$ cat src/rtl/interrupt_sequencer.sv
// 6502 interrupt entry sequencer: runs the reset, IRQ and NMI flows (stack
// pushes, vector fetch, PC load) and owns the bus while busy is high.
module interrupt_sequencer #(
  parameter logic [15:0] NMI_VECTOR   = 16'hFFFA,
  parameter logic [15:0] RESET_VECTOR = 16'hFFFC,
  parameter logic [15:0] IRQ_VECTOR   = 16'hFFFE,
  parameter logic [7:0]  STACK_PAGE   = 8'h01
) (
  input  logic        clk,
  input  logic        rst,
  input  logic        irq_n,
  input  logic        nmi_n,
  input  logic        i_flag,
  input  logic        instr_boundary,
  input  logic [15:0] pc_in,
  input  logic [7:0]  p_in,
  input  logic [7:0]  sp_in,
  input  logic [7:0]  data_read,
  output logic        busy,
  output logic [15:0] seq_address,
  output logic [7:0]  seq_data_write,
  output logic        seq_read_write,
  output logic        sp_dec,
  output logic        pc_load,
  output logic [15:0] pc_value,
  output logic        i_set
);

  typedef enum logic [2:0] {
    IDLE   = 3'd0,
    PUSH_H = 3'd1,
    PUSH_L = 3'd2,
    PUSH_P = 3'd3,
    VEC_L  = 3'd4,
    VEC_H  = 3'd5,
    LOAD   = 3'd6
  } state_t;

  localparam logic [1:0] KIND_RESET = 2'd0;
  localparam logic [1:0] KIND_IRQ   = 2'd1;
  localparam logic [1:0] KIND_NMI   = 2'd2;

  state_t      state_q, state_d;
  logic [1:0]  kind_q, kind_d;
  logic        nmi_pending_q, nmi_pending_d;
  logic        nmi_prev_q;
  logic [7:0]  vec_lo_q, vec_lo_d;
  logic [7:0]  vec_hi_q, vec_hi_d;
  logic        nmi_set_s;
  logic        nmi_take_s;
  logic        irq_take_s;
  logic [15:0] vec_base_s;

  function automatic logic [15:0] vector_addr(input logic [1:0] kind);
    case (kind)
      KIND_NMI: vector_addr = NMI_VECTOR;
      KIND_IRQ: vector_addr = IRQ_VECTOR;
      default:  vector_addr = RESET_VECTOR;
    endcase
  endfunction

  // Pushed status always carries B=0 and the unused bit 5 set.
  function automatic logic [7:0] pushed_status(input logic [7:0] p);
    pushed_status = (p | 8'b0010_0000) & 8'b1110_1111;
  endfunction

  assign nmi_set_s  = ~nmi_n & nmi_prev_q;
  assign nmi_take_s = (state_q == IDLE) & instr_boundary & nmi_pending_q;
  assign irq_take_s = (state_q == IDLE) & instr_boundary & ~nmi_pending_q
                      & ~irq_n & ~i_flag;
  assign vec_base_s = vector_addr(kind_q);

  // State and capture registers; reset lands directly in the vector fetch.
  always_ff @(posedge clk or negedge rst) begin
    if (!rst) begin
      state_q       <= VEC_L;
      kind_q        <= KIND_RESET;
      nmi_pending_q <= 1'b0;
      nmi_prev_q    <= 1'b1;
      vec_lo_q      <= 8'h00;
      vec_hi_q      <= 8'h00;
    end else begin
      state_q       <= state_d;
      kind_q        <= kind_d;
      nmi_pending_q <= nmi_pending_d;
      nmi_prev_q    <= nmi_n;
      vec_lo_q      <= vec_lo_d;
      vec_hi_q      <= vec_hi_d;
    end
  end

  // Next-state: arbitration at the boundary, then a fixed walk to LOAD.
  always_comb begin
    state_d       = state_q;
    kind_d        = kind_q;
    vec_lo_d      = vec_lo_q;
    vec_hi_d      = vec_hi_q;
    nmi_pending_d = nmi_set_s | (nmi_pending_q & ~nmi_take_s);
    case (state_q)
      IDLE: begin
        if (nmi_take_s) begin
          state_d = PUSH_H;
          kind_d  = KIND_NMI;
        end else if (irq_take_s) begin
          state_d = PUSH_H;
          kind_d  = KIND_IRQ;
        end else begin
          state_d = IDLE;
        end
      end
      PUSH_H: state_d = PUSH_L;
      PUSH_L: state_d = PUSH_P;
      PUSH_P: state_d = VEC_L;
      VEC_L: begin
        vec_lo_d = data_read;
        state_d  = VEC_H;
      end
      VEC_H: begin
        vec_hi_d = data_read;
        state_d  = LOAD;
      end
      LOAD:    state_d = IDLE;
      default: state_d = IDLE;
    endcase
  end

  // Output decode from the current state.
  always_comb begin
    busy           = 1'b1;
    seq_address    = 16'h0000;
    seq_data_write = 8'h00;
    seq_read_write = 1'b1;
    sp_dec         = 1'b0;
    pc_load        = 1'b0;
    i_set          = 1'b0;
    pc_value       = {vec_hi_q, vec_lo_q};
    case (state_q)
      IDLE: begin
        busy = 1'b0;
      end
      PUSH_H: begin
        seq_address    = {STACK_PAGE, sp_in};
        seq_data_write = pc_in[15:8];
        seq_read_write = 1'b0;
        sp_dec         = 1'b1;
      end
      PUSH_L: begin
        seq_address    = {STACK_PAGE, sp_in};
        seq_data_write = pc_in[7:0];
        seq_read_write = 1'b0;
        sp_dec         = 1'b1;
      end
      PUSH_P: begin
        seq_address    = {STACK_PAGE, sp_in};
        seq_data_write = pushed_status(p_in);
        seq_read_write = 1'b0;
        sp_dec         = 1'b1;
      end
      VEC_L: begin
        seq_address = vec_base_s;
      end
      VEC_H: begin
        seq_address = vec_base_s + 16'h0001;
      end
      LOAD: begin
        pc_load = 1'b1;
        i_set   = 1'b1;
      end
      default: begin
        busy = 1'b0;
      end
    endcase
  end

endmodule

$ cat config.mk
export PLATFORM = sky130hd
export DESIGN_NAME = interrupt_sequencer
export DESIGN_NICKNAME = d
export VERILOG_FILES = /design/src/rtl/interrupt_sequencer.sv
export SDC_FILE = /design/constraint.sdc
export NUM_CORES = 1
export LEC_CHECK = 0
export CAP_MARGIN = 20
export CORE_ASPECT_RATIO = 2
export CORE_UTILIZATION = 38
export CTS_CLUSTER_DIAMETER = 200
export DETAILED_ROUTE_END_ITERATION = 12
export MAX_ROUTING_LAYER = met4
export PLACE_DENSITY = 0.88
export REMOVE_ABC_BUFFERS = 1
export SLEW_MARGIN = 20
export SYNTH_ARGS = -nofsm -noshare
export SYNTH_HDL_FRONTEND = slang
export SYNTH_SLANG_ARGS = --single-unit
$ cat constraint.sdc
create_clock -name clk -period 3 [get_ports clk]
set_clock_uncertainty 0.15 [all_clocks]
set_input_delay 0.45 -clock clk [delete_from_list [all_inputs] [get_ports clk]]
set_output_delay 0.45 -clock clk [all_outputs]
set_load 0.02 [all_outputs]
# Yosys cells after proc, flatten, opt, wreduce, memory -nomap -nowiden
# Index checks and enable logic that the tools add are counted.
word_totals:
  ff_bits: 23
  output_inout_bits: 45
  wordCells: 45
classes:
  addsub: 1
  eq_ne: 8
  muxes: 12
  n_bitwise: 13
  n_reduce_logical: 5
op_table:
  columns: ["cell", "count"]
  rows:
  - ["$pmux 16 s3", 1]
  - ["$pmux 8 s3", 1]
  - ["$pmux 3 s6", 1]
  - ["$eq 3x3->1 const B", 3]
  - ["$and 1x1->1", 7]
  - ["$eq 3x2->1 const B", 2]
  - ["$mux 1", 6]
  - ["$pmux 3 s2", 1]
  - ["$reduce_or 6->1", 1]
  - ["$add 4x2->5 const B", 1]
  - ["$not 1->1", 5]
  - ["$mux 2", 2]
  - ["$eq 3x1->1 const B", 1]
  - ["$logic_not 3->1", 1]
  - ["$reduce_or 3->1", 1]
  - ["$eq 2x1->1 const B", 1]
  - ["$eq 2x2->1 const B", 1]
  - ["$reduce_and 2->1", 1]
  - ["$reduce_bool 2->1", 1]
  - ["$or 1x1->1", 1]

# Logic depth before layout (Yosys ltp)
# Gate-level depths: netlist (run 1).
logic_depth:
  word_depth: 8
  mapped_depth: 5
  mapped_depth_nobuf: 4

# Worst setup path before layout (run 1)
# OpenSTA, ideal clock, no wires.
synth_timing:
  path_type: "reg2out"
  startpoint: "register state_q[2]"
  endpoint: "output pc_load"
  arrival_ns: 1.385
  required_ns: 2.400
  path_slack_ns: 1.015
  path_stages_with_launch: 6
  cell_sequence: "dfstp_2 buf_6 and2_1 buf_2 and2_1 buf_4"
synth_via:
  elab_chain_cells: 2
synth_lines:
  columns: ["item", "line_no", "text"]
  rows:
  - ["start, declared", "43", "state_t state_q, state_d;"]
  - ["start signal, assigned", "83", "state_q <= state_d;"]
  - ["$eq 3x3->1", null, null]
  - ["$mux 1", null, null]
  - ["end, declared", "24", "output logic pc_load,"]
# Every way passes these cells.

# Final worst setup path (run 1)
layout_timing:
  startpoint: "register state_q[2]"
  endpoint: "output pc_load"
layout_via:
  elab_chain_cells: 2
layout_lines:
  columns: ["item", "line_no", "text"]
  rows:
  - ["$eq 3x3->1", "137", "case (state_q)"]
  - ["$mux 1", "137", null]
# Every way passes these cells.

==> out/qor_table.md, run 1 <==
| Group | Result | This run |
|---|---|---|
| sta | Time the final worst path needs with I/O delays and setup | 2.80 ns |
| critical path | Peak fanout along the critical path | 20 |
| job | Max-cap viol count | 0 |
| worst hold path | Kind of path behind the tightest hold check | input port to asynchronous set/reset pin |
| die | Placeable core region | 3230 um^2 |
| global route | Maximum number of pins on one net before global-route repair | 24 |
| die | Chip Width | 43.5 um |
| clock tree | Clock tree sinks | 23 |
| yosys | Cell count after synthesis | 124 |
| pwr | Net switching component of the power | 1.02 mW |
| drt | Detailed router's first-iteration violation count | 24 |
| critical path | Kind of capture point of the worst setup path | output pin |
| pwr | Part of the total power dissipated in sequential elements | 26.4% |
| pwr | Leak Pwr | 0.902 nW |
| placed design | GP Congestion | 0.770 |
| yosys | Synth cell count leaders | sky130_fd_sc_hd__mux2_2 (22), sky130_fd_sc_hd__dfrtp_1 (21), sky130_fd_sc_hd__nor2_1 (18), sky130_fd_sc_hd__a21oi_1 (8), sky130_fd_sc_hd__buf_4 (8) |
| cells and area | Antenna diodes | 0 |
| pwr | Pwr per Cell Area | 1110 nW/um^2 |
| yosys | Post-synth ARST share | 100% |
| critical path | Classification of the worst setup path | flip-flop to output pin |
| pwr | Combinational share of power | 66.0% |
| global route | Total congestion overflow | 0 |
| yosys | Combinational family with the most area after synthesis | multiplexers |
| critical path | Data required time of the worst path | 2.40 ns |
| clock tree | Root Buffer Master | sky130_fd_sc_hd__clkbuf_8 |
| critical path | Arrival time at the worst endpoint | 2.20 ns |
| global route | Overall track demand over capacity in global routing | 20.4% |
| critical path | Critical path's slowest cell | sky130_fd_sc_hd__dfstp_2 |
| yosys | Area share of fa/ha/maj cells after synthesis | 0.957% |
| sta | Worst Setup Slack, final | 0.198 ns |
| yosys | Average footprint of a synthesized cell | 10.5 um^2 |
| clock tree | TritonCTS Buffers | 3 |
| pwr | Internal power contribution | 1.38 mW |
| global route | GRT busiest layer | met2 |
| critical path | Startpoint type of the worst setup path | flip-flop |
| run status | Violations in the final reports | design-rule violations, negative hold slack |
| sta | Final hold viol count | 10 |
| pwr | Net switching fraction of the power | 42.5% |
| sta | Max Clk Rate | 357 MHz |
| die | Die outline height | 85.0 um |
| global route | Met1 Track Usage GR | 20.4% |
| drt | Total wire length after detailed routing | 3.40 mm |
| drt | First-pass iteration count of the detailed router | 8 |
| cells and area | Final core utilization | 67.0% |
| yosys | Top flip-flop cell by instance count after synthesis | sky130_fd_sc_hd__dfrtp_1 |
| clock tree | Clk_lat worst skew | 0.26 ns |
| placed design | Placed cell areas | 2120 um^2 |
| clock tree | CTS clk-pin slew, worst paths | 0.07 ns |
| yosys | Synth Area in XOR/XNOR | 0% |
| pwr | Fraction of power consumed by the clock network | 7.6% |
| drt | Number of nets still failing antenna checks after routing | 0 |
| yosys | Sequential cell area fraction in the yosys report | 44.2% |
| critical path | Critical path cell sequence | and2_1 > and2_1 > clkdlybuf4s50_1 |
| drt | Via total after detailed routing | 1225 |
| sta | RSZ-0062 raised after global routing | no |
| yosys | Share of the synthesized area in compound gates (AO/OA/AOI/OAI) | 11.3% |
| pwr | IR drop worst, VDD | 0.786 mV |
| sta | Setup violation total in the final timing report | 0 |
| placed design | Worst setup slack after placement | 0.406 ns |
| yosys | Dominant cell by count in the synthesized netlist | sky130_fd_sc_hd__mux2_2 |
| drt | Detailed-route wire length per cell | 14.6 um |
| yosys | Top area cells in the synthesized netlist | sky130_fd_sc_hd__dfrtp_1 (40%), sky130_fd_sc_hd__mux2_2 (19%), sky130_fd_sc_hd__nor2_1 (5.2%) |
| global route | Wire length of the first global-routing pass | 5.46 mm |
| die | Number of cell rows | 29 |
| run status | Result of the run | finished, violations left |
| yosys | Multiplexer share of the synthesized area | 18.9% |
| yosys | Biggest area consumer among synthesized cells | sky130_fd_sc_hd__dfrtp_1 |
| cells and area | Ratio of cells with drive above 1 in the final layout | 17.8% |
| clock tree | H-tree level count | 1 |
| yosys | Warnings from Yosys | 0 |
| die | Starting Density | 40.5% |
| yosys | Cell area after synthesis | 1310 um^2 |
| clock tree | CTS tree | yes |
| clock tree | CTS max path bufs | 2 |
| cells and area | Layout net count | 250 |
| cells and area | P&R area growth vs syn | 65.6% |
| sta | Final period utilization | 93.4% |
| global route | Met2 usage in global routing | 36.9% |
| sta | Measured slew at the worst slew-check pin | 0.491 ns |
| drt | Vias per cell | 5.26 |
| critical path | Cell with the most instances on the worst path | sky130_fd_sc_hd__and2_1 |
| sta | Max_slew headroom | 67.3% |
| cells and area | Filler Cell Count | 269 |
| yosys | Count of unique library cells instantiated by Yosys | 28 |
| die | Die footprint | 3690 um^2 |
| die | Ports | 91 |
| drt | Total DRC errors in the routed layout | 8 |
| global route | Via count of the first global-routing pass | 1284 |
| yosys | Simple-gate share of the synthesized area | 14.4% |
| global route | Met3 track demand over resource in global routing | 3.19% |
| sta | Total count of max-transition violations in the final report | 0 |
| sta | Fin Hold WS | -0.00400 ns |
| critical path | Largest stage delay on the critical path | 0.78 ns |
| yosys | Top-area cell type share of the netlist area | 40.2% |
| global route | Antenna violations before repair | 0 |
| yosys | Count of state elements after synthesis | 23 |
| critical path | Critical path buffers and inverters | 1 |
| sta | Final sum of negative setup slack | 0 ns |
| yosys | Post-synth EDFFs | 0 |
| critical path | Top delay family on crit path | flip-flops |
| placed design | Count of input and output buffers | 88 |
| placed design | DP HPWL | 2.72 mm |
| cells and area | Final Cell Area | 2160 um^2 |
## placed cells by master, fill, tap and decap left out, types with 2 or more instances in the layout
| master | instances |
|---|---|
| sky130_fd_sc_hd__mux2_2 | 22 |
| sky130_fd_sc_hd__clkbuf_8 | 3 |
| sky130_fd_sc_hd__nand2_1 | 5 |
| sky130_fd_sc_hd__nor2b_1 | 2 |
| sky130_fd_sc_hd__a21oi_1 | 8 |
| sky130_fd_sc_hd__dfrtp_1 | 20 |
| sky130_fd_sc_hd__nor2_1 | 18 |
| sky130_fd_sc_hd__o21ai_0 | 3 |
| sky130_fd_sc_hd__clkdlybuf4s50_1 | 87 |
| sky130_fd_sc_hd__a22oi_1 | 7 |
| sky130_fd_sc_hd__and2_1 | 2 |
| sky130_fd_sc_hd__o2bb2ai_1 | 2 |
| sky130_fd_sc_hd__inv_1 | 5 |
| sky130_fd_sc_hd__dfstp_2 | 2 |
## cell families after synthesis
| kind of cell | after synthesis |
|---|---|
| compound gates | 23 |
| fa+ha+maj | 1 |
| buf+inv | 21 |
| flops | 23 |
| mux | 22 |
| simple gates | 34 |
## area by class of cell
type	instances	area, um^2	area share [%]
Clock buffer	4	45.0	2.08
Tap cell	31	38.8	1.79
Inverter	6	22.5	1.04
Sequential cell	23	579	26.8
Timing Repair Buffer	89	883	40.8
Multi-Input combinational cell	80	596	27.5
## worst register-to-register path, cell delays in order, from the launching register on
cell	delay, ns
sky130_fd_sc_hd__dfstp_2	0.78
sky130_fd_sc_hd__nand2b_4	0.14
sky130_fd_sc_hd__inv_2	0.18
sky130_fd_sc_hd__nand2_4	0.13
sky130_fd_sc_hd__mux2_2	0.31
## path summary, 6_finish.rpt
kind	endpoint	start	depth (start not counted)	slack (ns)
setup / recovery	pc_load	state_q[2]	3	0.20
hold / removal	vec_lo_q[7]	rst	1	-0.004
setup reg to reg	vec_hi_q[3]	state_q[2]	4	1.19
hold reg to reg	vec_hi_q[7]	vec_hi_q[7]	1	0.35
max in group asynchronous	state_q[0]	rst	1	2.35
min in group clk	vec_hi_q[7]	vec_hi_q[7]	1	0.35
## power by group through the flow
stage	registers (mW)	logic, mW	clock network, mW
after detailed placement	0.641	1.59	0
after floorplan	0.745	0.702	0
final	0.635	1.59	0.182
after global routing	0.663	1.68	0.203
after CTS	0.634	1.60	0.189
after global placement	0.623	1.56	0
## registers in the layout (all words and copies together), names as in the netlist
| register | cells |
|---|---|
| nmi_pending_q | 1 |
| nmi_prev_q | 1 |
| kind_q | 2 |
| vec_lo_q | 8 |
| state_q | 3 |
| vec_hi_q | 8 |
## per-stage QoR
stage,cells,power (mW)
after CTS,233,2.42
after detailed placement,229,2.23
after floorplan,109,1.45
after global placement,229,2.18
after global routing,233,2.55
final,233,2.40
## layer usage
layer  vias to the layer above  routed length [um]
met4                         0                  72
met1                       558                1200
met3                         5                 299
met2                        90                1820
met5                         -                   0
li1                        572                   -
## repair_timing
| item | CTS | global route |
|---|---|---|
| setup endpoints to repair | 0 | 1 |
| buffers inserted | 0 | 0 |
| endpoints found under the hold margin | 0 | 0 |
| hold buffers | 0 | 0 |
| gates resized for setup | 0 | 1 |
No activity file was read; power rests on OpenSTA's default activity.
==> run 2, diff against run 1 <==
- CORE_UTILIZATION: 38 -> 35
- PLACE_DENSITY: 0.88 -> 0.82
- SKIP_CTS_REPAIR_TIMING: not set -> 1
- clock period: 3 -> 2.95 ns (I/O delays scaled with it)
==> run 2 against run 1 <==
Utilization down 5.6 points. Setup slack better by 0.029 ns. Final cell count up 9.0%. Critical endpoint is now i_set. Highest routed layer unchanged. Largest cell class unchanged. Sequential cell count unchanged. Global-route usage down 2.2 points. Via count up 1.1%. Routed wire length down 5.7%. Combinational power up 4%. Critical path type unchanged. The run now ends clean. Register-to-register slack worse by 0.07 ns.
==> out/qor_table.md, run 2 (synthesized netlist as in run 1, its figures left out) <==
| Group | Result | This run |
|---|---|---|
| clock tree | CTS tree | yes |
| die | Die outline height | 88.4 um |
| pwr | Pwr per Cell Area | 1110 nW/um^2 |
| cells and area | P&R area growth vs syn | 69.4% |
| cells and area | Most common cell after layout, fill and taps aside | sky130_fd_sc_hd__clkdlybuf4s50_1 |
| worst hold path | Source of the worst hold timing path | vec_hi_q[4] |
| drt | Total DRC errors in the routed layout | 0 |
| clock tree | TritonCTS Buffers | 3 |
| cells and area | Antenna diodes | 0 |
| die | Die footprint | 4000 um^2 |
| cells and area | Regs by FF count | vec_hi_q x8, vec_lo_q x8, state_q x3 |
| clock tree | CTS clk-pin slew, worst paths | 0.07 ns |
| drt | Total wire length after detailed routing | 3.21 mm |
| cells and area | Layout net count | 253 |
| global route | Via count of the first global-routing pass | 1285 |
| sta | Measured slew at the worst slew-check pin | 0.544 ns |
| critical path | FF-to-FF Start | state_q[1] |
| clock tree | CTS max path bufs | 2 |
| cells and area | Ratio of cells with drive above 1 in the final layout | 18.5% |
| sta | Final sum of negative setup slack | 0 ns |
| placed design | GP Congestion | 0.764 |
| clock tree | Clock tree sinks | 23 |
| placed design | DP HPWL | 2.55 mm |
| sta | Time the final worst path needs with I/O delays and setup | 2.72 ns |
| sta | Max_slew headroom | 63.7% |
| sta | Setup violation total in the final timing report | 0 |
| clock tree | H-tree level count | 1 |
| run status | Result of the run | finished clean |
| sta | Max Clk Rate | 367 MHz |
| die | Starting Density | 36.2% |
| critical path | Startpoint type of the worst setup path | flip-flop |
| critical path | Peak fanout along the critical path | 15 |
| global route | Maximum number of pins on one net before global-route repair | 24 |
| drt | Number of nets still failing antenna checks after routing | 0 |
| critical path | Classification of the worst setup path | flip-flop to output pin |
| global route | Antenna violations before repair | 0 |
| die | Number of cell rows | 31 |
| global route | Total congestion overflow | 0 |
| sta | Total count of max-transition violations in the final report | 0 |
| critical path | Critical path launch point | state_q[1] |
| drt | Vias per cell | 4.87 |
| pwr | Leak Pwr | 0.917 nW |
| die | Chip Width | 45.2 um |
| sta | RSZ-0062 raised after global routing | no |
| pwr | IR drop worst, VDD | 0.737 mV |
| drt | First-pass iteration count of the detailed router | 4 |
| worst hold path | Kind of path behind the tightest hold check | flip-flop to flip-flop |
| critical path | Arrival time at the worst endpoint | 2.13 ns |
| sta | Final period utilization | 92.3% |
| clock tree | Clk_lat worst skew | 0.26 ns |
| drt | Detailed-route wire length per cell | 12.6 um |
| global route | Overall track demand over capacity in global routing | 18.2% |
| drt | Via total after detailed routing | 1238 |
| critical path | Data required time of the worst path | 2.36 ns |
| clock tree | Root Buffer Master | sky130_fd_sc_hd__clkbuf_8 |
| cells and area | Leading cell types in the layout, fill and taps excluded | sky130_fd_sc_hd__clkdlybuf4s50_1 (88), sky130_fd_sc_hd__mux2_2 (22), sky130_fd_sc_hd__dfrtp_1 (20), sky130_fd_sc_hd__nor2_1 (18), sky130_fd_sc_hd__a21oi_1 (8) |
| pwr | PnR Total Power | 2.45 mW |
| placed design | Count of input and output buffers | 88 |
| die | Placeable core region | 3610 um^2 |
| drt | Detailed router's first-iteration violation count | 12 |
| sta | Fin Hold WS | 0.354 ns |
| global route | Wire length of the first global-routing pass | 5.13 mm |
| sta | Final hold viol count | 0 |
| job | Max-cap viol count | 0 |
| die | Ports | 91 |
| critical path | Kind of capture point of the worst setup path | output pin |
## run 2: cell count changes in the layout (fill, tap and decap cells not counted), sizes merged
| cell | change |
|---|---|
| buf | +2 |
| clkdlybuf4s50 | +1 |
## run 2: per-stage QoR
step | cell area, um^2 | instances | worst slack [ns] | util [%]
2_1_floorplan | 1200 | 109 | 0.801 | -
4_1_cts | 2210 | 254 | 0.104 | 61.4
6_report | 2210 | 254 | 0.226 | 61.4
3_5_place_dp | 2170 | 250 | 0.401 | 60.1
3_3_place_gp | 2170 | 250 | 0.411 | 60.1
5_1_grt | 2210 | 254 | 0.121 | 61.4
## run 2: area by class of cell
type,instances,area (um^2)
fill,319,1390
inverter,6,22.5
multi-input combinational,80,596
clock buffer,4,45.0
timing repair buffer,92,911
sequential,23,579
tap,49,61.3
## run 2: path summary, 6_finish.rpt
path / depth (start not counted) / to / slack, ns
hold / removal: 1 / vec_hi_q[4] / 0.35
hold reg to reg: 1 / vec_hi_q[4] / 0.35
setup reg to reg: 4 / vec_hi_q[7] / 1.12
max in group asynchronous: 2 / nmi_prev_q / 1.98
min in group asynchronous: 2 / vec_hi_q[2] / 0.38
setup / recovery: 3 / i_set / 0.23
## run 2: per-layer routing
layer	routed length (um)	up-vias	global-route usage, %
li1	-	577	-
met1	1160	572	17.5
met2	1700	84	32.9
met3	276	5	3.06
met4	67	0	9.09
met5	0	-	-
## run 2: worst max-delay path, cell delays in order, from the launching register on
cell and delay [ns]:
sky130_fd_sc_hd__dfrtp_1 0.69, sky130_fd_sc_hd__and2_1 0.37, sky130_fd_sc_hd__and2_1 0.20, sky130_fd_sc_hd__clkdlybuf4s50_1 0.61
## run 2: power breakdown
| group | internal [mW] | total, mW | switching (mW) |
|---|---|---|---|
| combinational | 0.851 | 1.65 | 0.804 |
| clock | 0.0960 | 0.184 | 0.0878 |
| sequential | 0.473 | 0.613 | 0.140 |
| total | 1.42 | 2.45 | 1.03 |
